--- src/rtl/axi4_frame_writer.sv ---
// axi4_frame_writer
// Drains 64-bit RGB565 words from the camera FWFT FIFO into DDR as 64-beat
// INCR AXI4 write bursts. Frames alternate between two buffers, and
// buf_select flips only when a complete frame has landed.
//
// state       | meaning
// ------------+------------------------------------------------------------
// WAIT_FRAME  | idle; FIFO ignored until frame_start
// WAIT_DATA   | frame open; waiting for a full burst's worth of FIFO words
// ADDR        | AWVALID held with a stable AWADDR until AWREADY
// DATA        | streaming 64 beats; WVALID follows FIFO non-empty
// RESP        | BREADY high, waiting for the write response
module axi4_frame_writer #(
  parameter int AXI_ADDR_WIDTH = 32,
  parameter int AXI_DATA_WIDTH = 64,
  parameter int BURSTS_PER_FRAME = 300,
  parameter logic [AXI_ADDR_WIDTH-1:0] BUF0_ADDR = 32'h0100_0000,
  parameter logic [AXI_ADDR_WIDTH-1:0] BUF1_ADDR = 32'h0110_0000
) (
  input  logic                        clk_100Mhz,
  input  logic                        rst_n,
  input  logic                        frame_start,
  input  logic [AXI_DATA_WIDTH-1:0]   fifo_dout,
  input  logic                        fifo_empty,
  input  logic                        fifo_burst_avail,
  output logic                        fifo_rd_en,
  output logic [AXI_ADDR_WIDTH-1:0]   AWADDR,
  output logic                        AWVALID,
  input  logic                        AWREADY,
  output logic [7:0]                  AWLEN,
  output logic [2:0]                  AWSIZE,
  output logic [1:0]                  AWBURST,
  output logic [3:0]                  AWCACHE,
  output logic [AXI_DATA_WIDTH-1:0]   WDATA,
  output logic [AXI_DATA_WIDTH/8-1:0] WSTRB,
  output logic                        WLAST,
  output logic                        WVALID,
  input  logic                        WREADY,
  input  logic                        BVALID,
  output logic                        BREADY,
  input  logic [1:0]                  BRESP,
  output logic                        buf_select,
  output logic                        frame_done,
  output logic                        frame_drop,
  output logic                        resp_err,
  output logic [2:0]                  state
);

  typedef enum logic [2:0] {
    ST_WAIT_FRAME = 3'd0,
    ST_WAIT_DATA  = 3'd1,
    ST_ADDR       = 3'd2,
    ST_DATA       = 3'd3,
    ST_RESP       = 3'd4
  } state_t;

  localparam logic [AXI_ADDR_WIDTH-1:0] BURST_BYTES = AXI_ADDR_WIDTH'(512);

  state_t                      fsm_state;
  state_t                      state_d;
  logic [8:0]                  burst_cnt;
  logic [8:0]                  burst_cnt_nxt;
  logic [AXI_ADDR_WIDTH-1:0]   addr_offset;
  logic [5:0]                  beat_cnt;
  logic                        start_pending;
  logic                        restart;
  logic                        last_burst;
  logic                        w_hs;
  logic                        in_data;

  logic                        clr_cnt;
  logic                        adv_cnt;
  logic                        latch_aw;
  logic                        aw_done;
  logic                        commit;
  logic                        drop;

  // fixed burst shape: 64 beats of 8 bytes, INCR, cacheable
  assign AWLEN   = 8'd63;
  assign AWSIZE  = 3'b011;
  assign AWBURST = 2'b01;
  assign AWCACHE = 4'b1111;
  assign WSTRB   = '1;
  assign WDATA   = fifo_dout;

  assign in_data    = (fsm_state == ST_DATA);
  assign WVALID     = in_data && !fifo_empty;
  assign WLAST      = in_data && (beat_cnt == 6'd63);
  assign w_hs       = WVALID && WREADY;
  assign fifo_rd_en = w_hs;
  assign state      = fsm_state;

  assign burst_cnt_nxt = burst_cnt + 9'd1;
  assign last_burst    = (burst_cnt_nxt == 9'(BURSTS_PER_FRAME));
  // a start seen on the response cycle itself counts the same as one recorded earlier
  assign restart       = start_pending || frame_start;

  // state register
  always_ff @(posedge clk_100Mhz or negedge rst_n) begin
    if (!rst_n) fsm_state <= ST_WAIT_FRAME;
    else        fsm_state <= state_d;
  end

  // next-state and per-cycle control decode
  always_comb begin
    state_d  = fsm_state;
    clr_cnt  = 1'b0;
    adv_cnt  = 1'b0;
    latch_aw = 1'b0;
    aw_done  = 1'b0;
    commit   = 1'b0;
    drop     = 1'b0;
    case (fsm_state)
      ST_WAIT_FRAME: begin
        if (frame_start) begin
          clr_cnt = 1'b1;
          state_d = ST_WAIT_DATA;
        end
      end
      ST_WAIT_DATA: begin
        if (frame_start) begin
          drop    = 1'b1;
          clr_cnt = 1'b1;
        end else if (fifo_burst_avail) begin
          latch_aw = 1'b1;
          state_d  = ST_ADDR;
        end
      end
      ST_ADDR: begin
        if (AWREADY) begin
          aw_done = 1'b1;
          state_d = ST_DATA;
        end
      end
      ST_DATA: begin
        if (w_hs && WLAST) state_d = ST_RESP;
      end
      ST_RESP: begin
        if (BVALID) begin
          if (last_burst) begin
            // a fully landed frame is always committed; a waiting start reopens at once
            commit  = 1'b1;
            clr_cnt = 1'b1;
            state_d = restart ? ST_WAIT_DATA : ST_WAIT_FRAME;
          end else if (restart) begin
            drop    = 1'b1;
            clr_cnt = 1'b1;
            state_d = ST_WAIT_DATA;
          end else begin
            adv_cnt = 1'b1;
            state_d = ST_WAIT_DATA;
          end
        end
      end
      default: state_d = ST_WAIT_FRAME;
    endcase
  end

  // per-frame burst counter and byte offset
  always_ff @(posedge clk_100Mhz or negedge rst_n) begin
    if (!rst_n) begin
      burst_cnt   <= '0;
      addr_offset <= '0;
    end else if (clr_cnt) begin
      burst_cnt   <= '0;
      addr_offset <= '0;
    end else if (adv_cnt) begin
      burst_cnt   <= burst_cnt_nxt;
      addr_offset <= addr_offset + BURST_BYTES;
    end
  end

  // write-address channel: address captured once, held stable through stalls
  always_ff @(posedge clk_100Mhz or negedge rst_n) begin
    if (!rst_n) begin
      AWADDR  <= BUF1_ADDR;
      AWVALID <= 1'b0;
    end else if (latch_aw) begin
      AWADDR  <= (buf_select ? BUF0_ADDR : BUF1_ADDR) + addr_offset;
      AWVALID <= 1'b1;
    end else if (aw_done) begin
      AWVALID <= 1'b0;
    end
  end

  // beat counter within the current burst
  always_ff @(posedge clk_100Mhz or negedge rst_n) begin
    if (!rst_n)        beat_cnt <= '0;
    else if (aw_done)  beat_cnt <= '0;
    else if (w_hs)     beat_cnt <= beat_cnt + 6'd1;
  end

  // response-channel ready, raised after the last beat
  always_ff @(posedge clk_100Mhz or negedge rst_n) begin
    if (!rst_n)                                 BREADY <= 1'b0;
    else if (in_data && w_hs && WLAST)          BREADY <= 1'b1;
    else if (fsm_state == ST_RESP && BVALID)    BREADY <= 1'b0;
  end

  // remember a frame_start that arrives while a burst is in flight
  always_ff @(posedge clk_100Mhz or negedge rst_n) begin
    if (!rst_n) begin
      start_pending <= 1'b0;
    end else if (fsm_state == ST_RESP && BVALID) begin
      start_pending <= 1'b0;
    end else if (frame_start && (fsm_state == ST_ADDR || fsm_state == ST_DATA ||
                                 fsm_state == ST_RESP)) begin
      start_pending <= 1'b1;
    end
  end

  // frame status: buffer swap, commit/drop pulses, sticky response error
  always_ff @(posedge clk_100Mhz or negedge rst_n) begin
    if (!rst_n) begin
      buf_select <= 1'b0;
      frame_done <= 1'b0;
      frame_drop <= 1'b0;
      resp_err   <= 1'b0;
    end else begin
      frame_done <= commit;
      frame_drop <= drop;
      if (commit) buf_select <= !buf_select;
      if (fsm_state == ST_RESP && BVALID && BRESP != 2'b00) resp_err <= 1'b1;
    end
  end

endmodule

--- config.mk ---
export PLATFORM = sky130hd
export DESIGN_NAME = axi4_frame_writer
export DESIGN_NICKNAME = d
export VERILOG_FILES = /design/src/rtl/axi4_frame_writer.sv
export SDC_FILE = /design/constraint.sdc
export NUM_CORES = 1
export LEC_CHECK = 0
export CAP_MARGIN = 20
export CORE_MARGIN = 3
export CORE_UTILIZATION = 30
export CTS_BUF_LIST = sky130_fd_sc_hd__clkbuf_4 sky130_fd_sc_hd__clkbuf_8
export DETAILED_ROUTE_END_ITERATION = 7
export PLACE_DENSITY = 0.69
export SLEW_MARGIN = 0
export SYNTH_ARGS = -nofsm -noshare
export SYNTH_HDL_FRONTEND = slang
export SYNTH_SLANG_ARGS = --single-unit
export TNS_END_PERCENT = 5
--- constraint.sdc ---
create_clock -name clk_100Mhz -period 2.9 [get_ports clk_100Mhz]
set_clock_uncertainty 0.05 [all_clocks]
set_input_delay 0.435 -clock clk_100Mhz [delete_from_list [all_inputs] [get_ports clk_100Mhz]]
set_output_delay 0.435 -clock clk_100Mhz [all_outputs]
set_load 0.02 [all_outputs]
Word-level counts from Yosys, hierarchy flattened
Cells that the tools add are included.

Flip-flop bits (word level): 89. Latch bits: 0. Memory bits (writable): 0. ROM bits: 0. Input port bits: 74. Output and inout bits: 133. Logic and storage cells: 93. Memories: 0.

$add $sub $neg: 4. $mul: 0. Divide/modulo/power cells: 0. Magnitude comparators: 0. Equal/unequal tests: 12. Shift-type cells: 0. Muxes and demuxes: 42. Bitwise operators: 0. Reductions and logical operators: 23.

Operators by type and width (number): $mux W32 (2); $add A25 B32 Y32 (1); $add A32 B10 Y32 const B (1); $mux W1 (26); $mux W21 (1); $mux W3 (6); $mux W9 (2); $pmux W3 S5 (1); $mux W6 (2); $reduce_bool A2 Y1 (6); $ne A2 B2 Y1 const B (5); $add A9 B1 Y9 const B (1); $eq A9 B9 Y1 const B (1); $logic_and A1 B1 Y1 (9); $add A6 B1 Y6 const B (1); $eq A3 B2 Y1 const B (2); $eq A6 B6 Y1 const B (1); $reduce_and A6 Y1 (1); $pmux W1 S2 (2); $eq A3 B1 Y1 const B (1); $eq A3 B3 Y1 const B (1); $logic_not A3 Y1 (1); $logic_or A1 B1 Y1 (3); $logic_not A1 Y1 (2); 2 further kinds (2).

Depth between registers and ports, before layout
Gate-level depths: netlist of run 1.

Depth in word-level cells: 7. Depth in mapped cells: 8. Gate-level depth less buffers: 7.

Least setup slack after synthesis of run 1
OpenSTA, ideal clock, no wires.

Path type: flip-flop to flip-flop. From: reg burst_cnt[0]. To: reg addr_offset[23]. Arrival: 2082 ps. Data required time: 2772 ps. Setup slack: 690 ps. Cell stages (with the launch flop): 8. Path buffers: 2. Cells stage by stage: dfrtp_1 ha_1 and4bb_1 buf_6 a2111o_1 buf_6 or4_1 a21oi_1.

Longest elaborated chain between the ends: 6.

RTL lines: start, declared (RTL line 61) `logic [8:0] burst_cnt;`; start signal, assigned (RTL line 168) `burst_cnt <= burst_cnt_nxt;`; $add A9 B1 Y9 * (RTL line 93) `assign burst_cnt_nxt = burst_cnt + 9'd1;`; $eq A9 B9 Y1 * (RTL line 94) `assign last_burst = (burst_cnt_nxt == 9'(BURSTS_PER_FRAME));`; $mux W1 (RTL line 140) `if (last_burst) begin`; $mux W1 (RTL line 139) `if (BVALID) begin`; $pmux W1 S2 or $mux W1 (tied branches) (RTL line 113) `case (fsm_state)`; $mux W32 or $reduce_bool A2 Y1 (tied branches); end signal, assigned (RTL line 169) `addr_offset <= addr_offset + BURST_BYTES;`; end, declared (RTL line 63) `logic [AXI_ADDR_WIDTH-1:0] addr_offset;`.

Every way passes the cells marked *; elsewhere a longest branch is shown, timed or not. A chain may end at the register's enable or synchronous reset.

Worst setup path in the final report of run 1
From: reg fsm_state[2] (netlist: state[2]). To: out fifo_rd_en.

Longest elaborated chain between the ends: 3.

RTL lines: start, declared (RTL line 59) `state_t fsm_state;`; start signal, assigned (RTL line 101) `else fsm_state <= state_d;`; $eq A3 B2 Y1 (RTL line 86) `assign in_data = (fsm_state == ST_DATA);`; $logic_and A1 B1 Y1 (RTL line 87) `assign WVALID = in_data && !fifo_empty;`; $logic_and A1 B1 Y1 (RTL line 89) `assign w_hs = WVALID && WREADY;`; end, declared (RTL line 26) `output logic fifo_rd_en,`.

No other way between the ends.

==> impl_metrics.tcl, run 1 <==
set metrics [dict create \
    status "completed" \
    ff2ff_path_depth 5 \
    grt_pass1_wl_mm 14.6 \
    clk_latency_ns 0.35 \
    hold_viol_final 0 \
    rr_endpoint "addr_offset[27]" \
    htree_num_levels 3 \
    synth_common_cells "98 x buf_4, 69 x dfrtp_1, 32 x a21oi_1" \
    layout-drive-gt1-share_pct 11.3 \
    grt_pass1_vias 2913 \
    rsz0062_at_grt "no" \
    synth-edff-count 0 \
    worst-path-buf-inv 2 \
    timing.final.crit_share_pct 91.7 \
    place_ws_ns 0.221 \
    ios 207 \
    cts.repair.resized 0 \
    fmax_mhz 376 \
    die_h_um 126 \
    die_area_um2 15800 \
    syn2layout_area_growth_pct 7.23 \
    crit_chain "nor4bb_1 > nand2_1 > inv_1 > clkdlybuf4s50_1" \
    totalNegativeSetupSlack_ns 0 \
    async_flop_share_pct 100 \
    vias 2988 \
    antenna_found_initial 0 \
    yosysSeqAreaShare_pct 41.3 \
    drt-initial-drc-count 134 \
    final_util_pct 33.0 \
    worstHoldPathType "primary input to asynchronous set/reset pin" \
    yosysTopAreaCell "dfrtp_1" \
    coreArea_um2 14000 \
    synth_area_leaders "dfrtp_1 40%, buf_4 17%, mux2_2 3.9%" \
    final_nets 509 \
    initial_core_util_pct 30.8 \
    num_rows 43 \
    powerDensity_nw_per_um2 601 \
    syn_area_um2 4310 \
    syn_inst 453 \
    detail_route.wl_per_cell_um 14.1 \
    ant_nets 0 \
    firstDrtPassIters 4 \
    vias_per_cell 4.86 \
    postCtsSetupBuffers 0 \
    holdWs_ns 0.0434 \
    clockBufferDepth 2 \
    path_delay_family "buffers and inverters" \
    grt_start_max_net_pins 72 \
    clkTransAtPathRegs_ns 0.08 \
    antennaDiodeCount 0 \
    power_leakage_nw 1.96 \
    synth-main-ff-cell "dfrtp_1" \
    slowest_delay_ns 0.61 \
    globalRouteOverflowTotal 0 \
    cts-root-buf "clkbuf_8" \
    worst_pin_slew_ns 0.811 \
    yosysMostFrequentCell "buf_4" \
    slew_headroom_pct 45.5 \
    drt-total-wl_mm 8.68 \
    setup_ws_ns 0.242 \
    cap_violations 0 \
    drc 0 \
    cts.sinks 71 \
    grt.total_usage_pct 11.0 \
    worstSetupEndpointType "output pin" \
    critPathMaxFanout 14 \
    ys_types 48 \
    slowest_stage "clkdlybuf4s50_1" \
    synth-seq-cells 71 \
    synth_warnings 0 \
    final-max-slew-violation-count 0 \
    arrival_ns 2.17 \
    place_hpwl_mm 6.09 \
    cts_buffers 9 \
    place_congestion 0.792 \
    yosysTopAreaCellShare_pct 40.1 \
    cts_tree "done" \
    worstReg2RegStart "burst_cnt[0]" \
    setup_viol 0 \
    ff2ff_setup_slack_ns 0.39 \
    die_w_um 126 \
    start_kind "register" \
    irDropWorstVdd_mv 0.300 \
    cts-hold-fix-buffers 0 \
    portBuffers 44 \
    crit_required_ns 2.41 \
    path_class "register to output pin" \
    syn_avg_cell_area_um2 9.51 \
    fin_crit_ns 2.66 \
]
## layer usage
layer,wire (um),global-route usage [%],share of wire [%],vias up
met3,612,3.69,7.0,36
li1,-,-,-,1410
met1,3850,14.1,44,1441
met4,201,4.35,2.3,0
met2,4020,17.0,46,101
met5,0,0,0,-
## worst reg2reg max path, delay by kind of cell (launching register included)
| family | cells | cell delay, ns |
|---|---|---|
| and+or+nand+nor | 2 | 0.87 |
| AOI/OAI and AO/OA | 2 | 0.86 |
| DFF | 1 | 0.41 |
| adders and majority gates | 1 | 0.26 |
## registers in the layout (all words and copies together) (netlist names)
name / cells
AWADDR: 23
addr_offset: 23
burst_cnt: 9
beat_cnt: 6
state: 3
AWVALID: 1
BREADY: 1
buf_select: 1
frame_done: 1
frame_drop: 1
resp_err: 1
start_pending: 1
## worst max path at each step
stage,start,endpoint,slack [ns],depth (start not counted)
after floorplan,burst_cnt[0],addr_offset[23],0.69,7
after global placement,frame_start,addr_offset[27],0.27,5
after detailed placement,frame_start,addr_offset[27],0.22,5
after CTS,state[2],fifo_rd_en,0.18,4
after global routing,state[2],fifo_rd_en,0.07,4
final,state[2],fifo_rd_en,0.24,4
## per-stage QoR
stage	instances	cell area [um2]	total power, W
CTS	615	4620	0.00281
floorplan	485	4430	0.00163
finish	615	4620	0.00278
global route	615	4620	0.00292
detailed placement	599	4350	0.00174
global placement	599	4350	0.00172
## area by class of cell
cell class                 count  area, um2
tap                          180        225
fill                        1411       9370
multi-input combinational    286       1790
sequential                    71       1780
inverter                       8       30.0
clock buffer                  11        145
timing repair buffer          54        523
clock inverter                 5        129
## kinds of logic after synthesis
| family | count (synthesis) | synth area share, % |
|---|---|---|
| simple gates | 129 | 16.3 |
| buf+inv | 128 | 20.1 |
| compound gates | 75 | 10.9 |
| flops | 71 | 41.3 |
| xor+xnor | 23 | 4.68 |
| mux | 20 | 5.08 |
| fa+ha+maj | 5 | 1.45 |
| other cells | 2 | 0.174 |
## power breakdown
part	internal [W]	leakage [nW]	switching, W
Clock	0.000693	0.137	0.000374
Sequential	0.00110	0.942	0.0000731
Combinational	0.000236	0.876	0.000301
Total	0.00203	1.96	0.000749
## cells in the final DEF, fill, tap and decap left out, types with 6 or more instances in the layout
| cell | instances |
|---|---|
| nor3_1 | 6 |
| or3_1 | 10 |
| dfrtp_1 | 69 |
| xor2_1 | 8 |
| a21oi_1 | 32 |
| nor2_1 | 31 |
| buf_4 | 9 |
| clkdlybuf4s50_1 | 43 |
| nand4_1 | 10 |
| conb_1 | 34 |
| o31ai_1 | 9 |
| clkbuf_8 | 10 |
| mux2_2 | 15 |
| nand2_1 | 22 |
| inv_1 | 8 |
| or4_1 | 9 |
| xnor2_1 | 15 |
| nand3_1 | 15 |
| o21ai_0 | 16 |
(Power assumes the default switching activity.)
==> run 2: changes to the inputs <==
Settings changed: CORE_ASPECT_RATIO set to 1.4.
==> run 2 against run 1 <==
Clock power shrank 24%. Routed wire length grew 7.9%. First-iteration DRC count grew 30%. Final area shrank 1.2%. Sequential power is essentially flat. Flip-flop and latch count is the same. Setup slack gained 0.0077 ns. Largest power group unchanged.
==> impl_metrics.tcl, run 2 (same netlist as run 1, synthesis figures left out) <==
set metrics [dict create \
    status "completed" \
    globalRouteOverflowTotal 0 \
    slew_headroom_pct 42.1 \
    setup_ws_ns 0.250 \
    hold_viol_final 0 \
    drt-initial-drc-count 174 \
    cts_tree "done" \
    final_nets 509 \
    startpoint "state[2]" \
    vias 3024 \
    crit_required_ns 2.41 \
    worstHoldPathType "primary input to asynchronous set/reset pin" \
    grt.total_usage_pct 12.0 \
    fmax_mhz 377 \
    antenna_found_initial 0 \
    initial_core_util_pct 30.8 \
    powerDensity_nw_per_um2 553 \
    place_hpwl_mm 6.77 \
    irDropWorstVdd_mv 0.305 \
    layout-drive-gt1-share_pct 11.7 \
    n_fill_cell 1436 \
    drt-total-wl_mm 9.37 \
    clkTransAtPathRegs_ns 0.07 \
    ff2ff_path_depth 5 \
    rsz0062_at_grt "no" \
    largestRegisters "AWADDR x23, addr_offset x23, burst_cnt x9" \
    vias_per_cell 4.88 \
    worstReg2RegStart "burst_cnt[0]" \
    htree_num_levels 3 \
    critPathMaxFanout 14 \
    coreArea_um2 14000 \
    clk_latency_ns 0.35 \
    setup_viol 0 \
    fin_crit_ns 2.65 \
    grt_start_max_net_pins 72 \
    grt_pass1_vias 2993 \
    clockBufferDepth 2 \
    worstSetupEndpointType "output pin" \
    cap_violations 0 \
    cts-root-buf "clkbuf_8" \
    cts_buffers 9 \
    cts.sinks 71 \
    syn2layout_area_growth_pct 5.95 \
    final-max-slew-violation-count 0 \
    die_h_um 148 \
    die_w_um 107 \
    postCtsSetupBuffers 0 \
    final_common_cell "dfrtp_1" \
    ios 207 \
    antennaDiodeCount 0 \
    portBuffers 44 \
    timing.final.crit_share_pct 91.4 \
    grt_pass1_wl_mm 15.1 \
    num_rows 51 \
    final_cell_mix "68 x dfrtp_1, 43 x clkdlybuf4s50_1, 34 x conb_1" \
    worst_pin_slew_ns 0.861 \
    path_class "register to output pin" \
    drc 0 \
    detail_route.wl_per_cell_um 15.1 \
    place_ws_ns 0.253 \
    firstDrtPassIters 4 \
    ant_nets 0 \
    die_area_um2 15900 \
    start_kind "register" \
    power_leakage_nw 1.93 \
    totalNegativeSetupSlack_ns 0 \
    place_congestion 0.801 \
    arrival_ns 2.17 \
]
run 2: changes by cell type in the layout (fill, tap and decap cells not counted):
| cell | delta |
|---|---|
| nor4bb_1 | -1 |
| clkbuf_4 | +4 |
| bufinv_16 | -3 |
| clkinv_4 | -1 |
| nor4bb_2 | +1 |
| dfrtp_1 | -1 |
| dfrtp_2 | +1 |
run 2: final timing paths:
check                      slack (ns)         endpoint
setup / recovery                 0.25       fifo_rd_en
hold / removal                   0.06       AWADDR[11]
hold reg to reg                  0.44           BREADY
setup reg to reg                 0.41  addr_offset[24]
min in group clk_100Mhz          0.44           BREADY
max in group asynchronous        2.40       AWADDR[24]
run 2: what timing repair did:
item                                    in CTS  in global routing
hold buffers                                 0                  0
gates resized for setup                      0                  2
endpoints found under the setup margin       0                  1
run 2: power breakdown:
part           internal, W  switching (W)  leakage (nW)
Sequential         0.00110      0.0000712         0.940
Combinational     0.000237       0.000304         0.877
Clock             0.000470       0.000344         0.109
Total              0.00181       0.000720          1.93
run 2: area by class of cell:
| cell class | instances | area (um2) | area share (%) |
|---|---|---|---|
| repair buffers | 54 | 523 | 11.5 |
| multi-input cells | 286 | 1790 | 39.3 |
| clock inverters | 1 | 30.0 | 0.658 |
| well taps | 185 | 231 | 5.07 |
| inverters | 8 | 30.0 | 0.658 |
| clock buffers | 15 | 175 | 3.84 |
| flip-flops and latches | 71 | 1780 | 39.0 |
run 2: stage by stage:
| step | hold slack [ns] | instances | total power [W] | cell area [um2] | util, % |
|---|---|---|---|---|---|
| after floorplan | 0.0894 | 485 | 0.00163 | 4430 | - |
| after global placement | 0.412 | 604 | 0.00172 | 4350 | 31.1 |
| after detailed placement | 0.419 | 604 | 0.00174 | 4350 | 31.1 |
| after CTS | 0.0575 | 620 | 0.00256 | 4560 | 32.6 |
| after global routing | 0.0699 | 620 | 0.00266 | 4560 | 32.7 |
| final | 0.0616 | 620 | 0.00253 | 4560 | 32.7 |
run 2: routing by layer:
metal,vias to the layer above,share of wire [%],global-route usage [%]
met2,117,51,20.5
met3,58,8.0,3.15
li1,1407,-,-
met1,1442,35,12.5
met5,-,0,0
met4,0,5.9,9.09
run 2: critical path, stage by stage (launching register included):
cell and delay [ns]:
dfrtp_2 0.50, nor4bb_2 0.32, buf_4 0.20, nand2_1 0.11, inv_1 0.08, clkdlybuf4s50_1 0.61
==> run 3: changes to the inputs <==
Settings changed: CORE_MARGIN 3 to unset.
==> run 3 against run 2 <==
Via count up 1.1%. Hold slack better by 0.054 ns. Critical path depth unchanged. Flip-flop and latch count unchanged. Non-clock buffer count up 2. Die area down 6.3%. Utilization up 0.054 points. Global-route usage up 1.3 points. First-iteration DRC count up 3.4%. Clock power up 1%. Sequential power about the same. Critical endpoint unchanged. Largest cell class unchanged.
==> impl_metrics.tcl, run 3 (same netlist as run 1, synthesis figures left out) <==
set metrics [dict create \
    layout-drive-gt1-share_pct 11.7 \
    clockBufferDepth 2 \
    cts-hold-fix-buffers 0 \
    die_h_um 144 \
    holdWs_ns 0.116 \
    grt.total_usage_pct 13.3 \
    cts_buffers 9 \
    clk_latency_ns 0.36 \
    drt-total-wl_mm 9.21 \
    detail_route.wl_per_cell_um 14.8 \
    startpoint "state[2]" \
    place_congestion 0.798 \
    vias 3056 \
    critPathMaxFanout 14 \
    power_leakage_nw 1.93 \
    grt_pass1_wl_mm 15.1 \
    cts-root-buf "clkbuf_8" \
    firstDrtPassIters 4 \
    drt-initial-drc-count 180 \
    fin_cells 622 \
    rsz0062_at_grt "no" \
    grt_start_max_net_pins 39 \
    ff2ff_setup_slack_ns 0.41 \
    num_rows 51 \
    hold_viol_final 0 \
    ant_nets 0 \
    ff2ff_path_depth 5 \
    place_hpwl_mm 6.76 \
    slowest_stage "clkdlybuf4s50_1" \
    setup_viol 0 \
    rr_endpoint "addr_offset[22]" \
    endpoint "fifo_rd_en" \
    htree_num_levels 3 \
    slew_headroom_pct 44.0 \
    crit_chain "nor4bb_1 > buf_4 > nand2_1 > inv_1 > clkdlybuf4s50_1" \
    initial_core_util_pct 30.8 \
    fin_crit_ns 2.68 \
    grt_pass1_vias 3066 \
    final_nets 511 \
    post-place-cells 606 \
    timing.final.crit_share_pct 92.4 \
    irDropWorstVdd_mv 0.301 \
    status "completed" \
    fmax_mhz 373 \
    cap_violations 0 \
    totalNegativeSetupSlack_ns 0 \
    worstReg2RegStart "burst_cnt[0]" \
    drc 0 \
    grt.busiest_layer "met2" \
    path_class "register to output pin" \
    ios 207 \
    worst_pin_slew_ns 0.833 \
    met1_usage_pct 14.0 \
    path_delay_family "buffers and inverters" \
    cts_tree "done" \
    largestRegisters "AWADDR x23, addr_offset x23, burst_cnt x9" \
    globalRouteOverflowTotal 0 \
    slowest_delay_ns 0.60 \
    die_area_um2 14800 \
    cp_num_cells 5 \
    die_w_um 103 \
    cts.sinks 71 \
    coreArea_um2 14000 \
    portBuffers 44 \
    worstSetupEndpointType "output pin" \
    final-max-slew-violation-count 0 \
    crit_required_ns 2.41 \
    powerDensity_nw_per_um2 552 \
    n_fill_cell 1448 \
    antennaDiodeCount 0 \
    worstHoldPathType "primary input to asynchronous set/reset pin" \
    met3_usage_pct 3.36 \
    antenna_found_initial 0 \
    postCtsSetupBuffers 0 \
    final_cell_mix "69 x dfrtp_1, 43 x clkdlybuf4s50_1, 34 x conb_1" \
    met2_usage_pct 22.2 \
    syn2layout_area_growth_pct 6.13 \
    worst-path-buf-inv 3 \
    start_kind "register" \
    arrival_ns 2.19 \
    final_common_cell "dfrtp_1" \
    vias_per_cell 4.91 \
    cts.repair.resized 0 \
    final_util_pct 32.7 \
    clkTransAtPathRegs_ns 0.07 \
]
-- run 3: final cells by class --
type | count | area [um2] | area share [%]
clock buffers | 10 | 138 | 3.01
clock inverters | 6 | 67.6 | 1.48
flip-flops and latches | 71 | 1780 | 38.9
well taps | 185 | 231 | 5.06
repair buffers | 56 | 538 | 11.8
inverters | 8 | 30.0 | 0.657
multi-input cells | 286 | 1790 | 39.1
-- run 3: worst register-to-register path, delay by kind of cell (launching register included) --
family | cells | cell delay (ns)
AO/OA/AOI/OAI | 2 | 0.81
adder cells (fa/ha/maj) | 1 | 0.26
flip-flops | 1 | 0.42
AND/OR/NAND/NOR | 2 | 0.88
-- run 3: worst min path at each step --
stage | startpoint | to | slack [ns] | depth (start not counted)
6_report | rst_n | AWADDR[9] | 0.12 | 1
5_1_grt | rst_n | AWADDR[10] | 0.17 | 1
4_1_cts | rst_n | burst_cnt[2] | 0.13 | 1
3_5_place_dp | BREADY | BREADY | 0.42 | 1
3_3_place_gp | resp_err | resp_err | 0.42 | 1
2_1_floorplan | rst_n | AWADDR[10] | 0.09 | 0
-- run 3: layer usage --
layer / up-vias / wire [um]
met4: 0 / 645
li1: 1403 / -
met3: 57 / 500
met1: 1495 / 3420
met2: 101 / 4640
met5: - / 0
-- run 3: where the power goes --
group          leakage [nW]  switching [W]  internal (W)
registers             0.942      0.0000688       0.00110
logic                 0.884       0.000297      0.000236
clock network        0.0989       0.000400      0.000423
-- run 3: stage by stage --
stage / total power, W / area (um2) / setup WS [ns]
after detailed placement: 0.00173 / 4370 / 0.289
after CTS: 0.00256 / 4570 / 0.196
after global placement: 0.00172 / 4370 / 0.284
after floorplan: 0.00163 / 4430 / 0.690
after global routing: 0.00266 / 4570 / 0.0148
final: 0.00252 / 4570 / 0.222
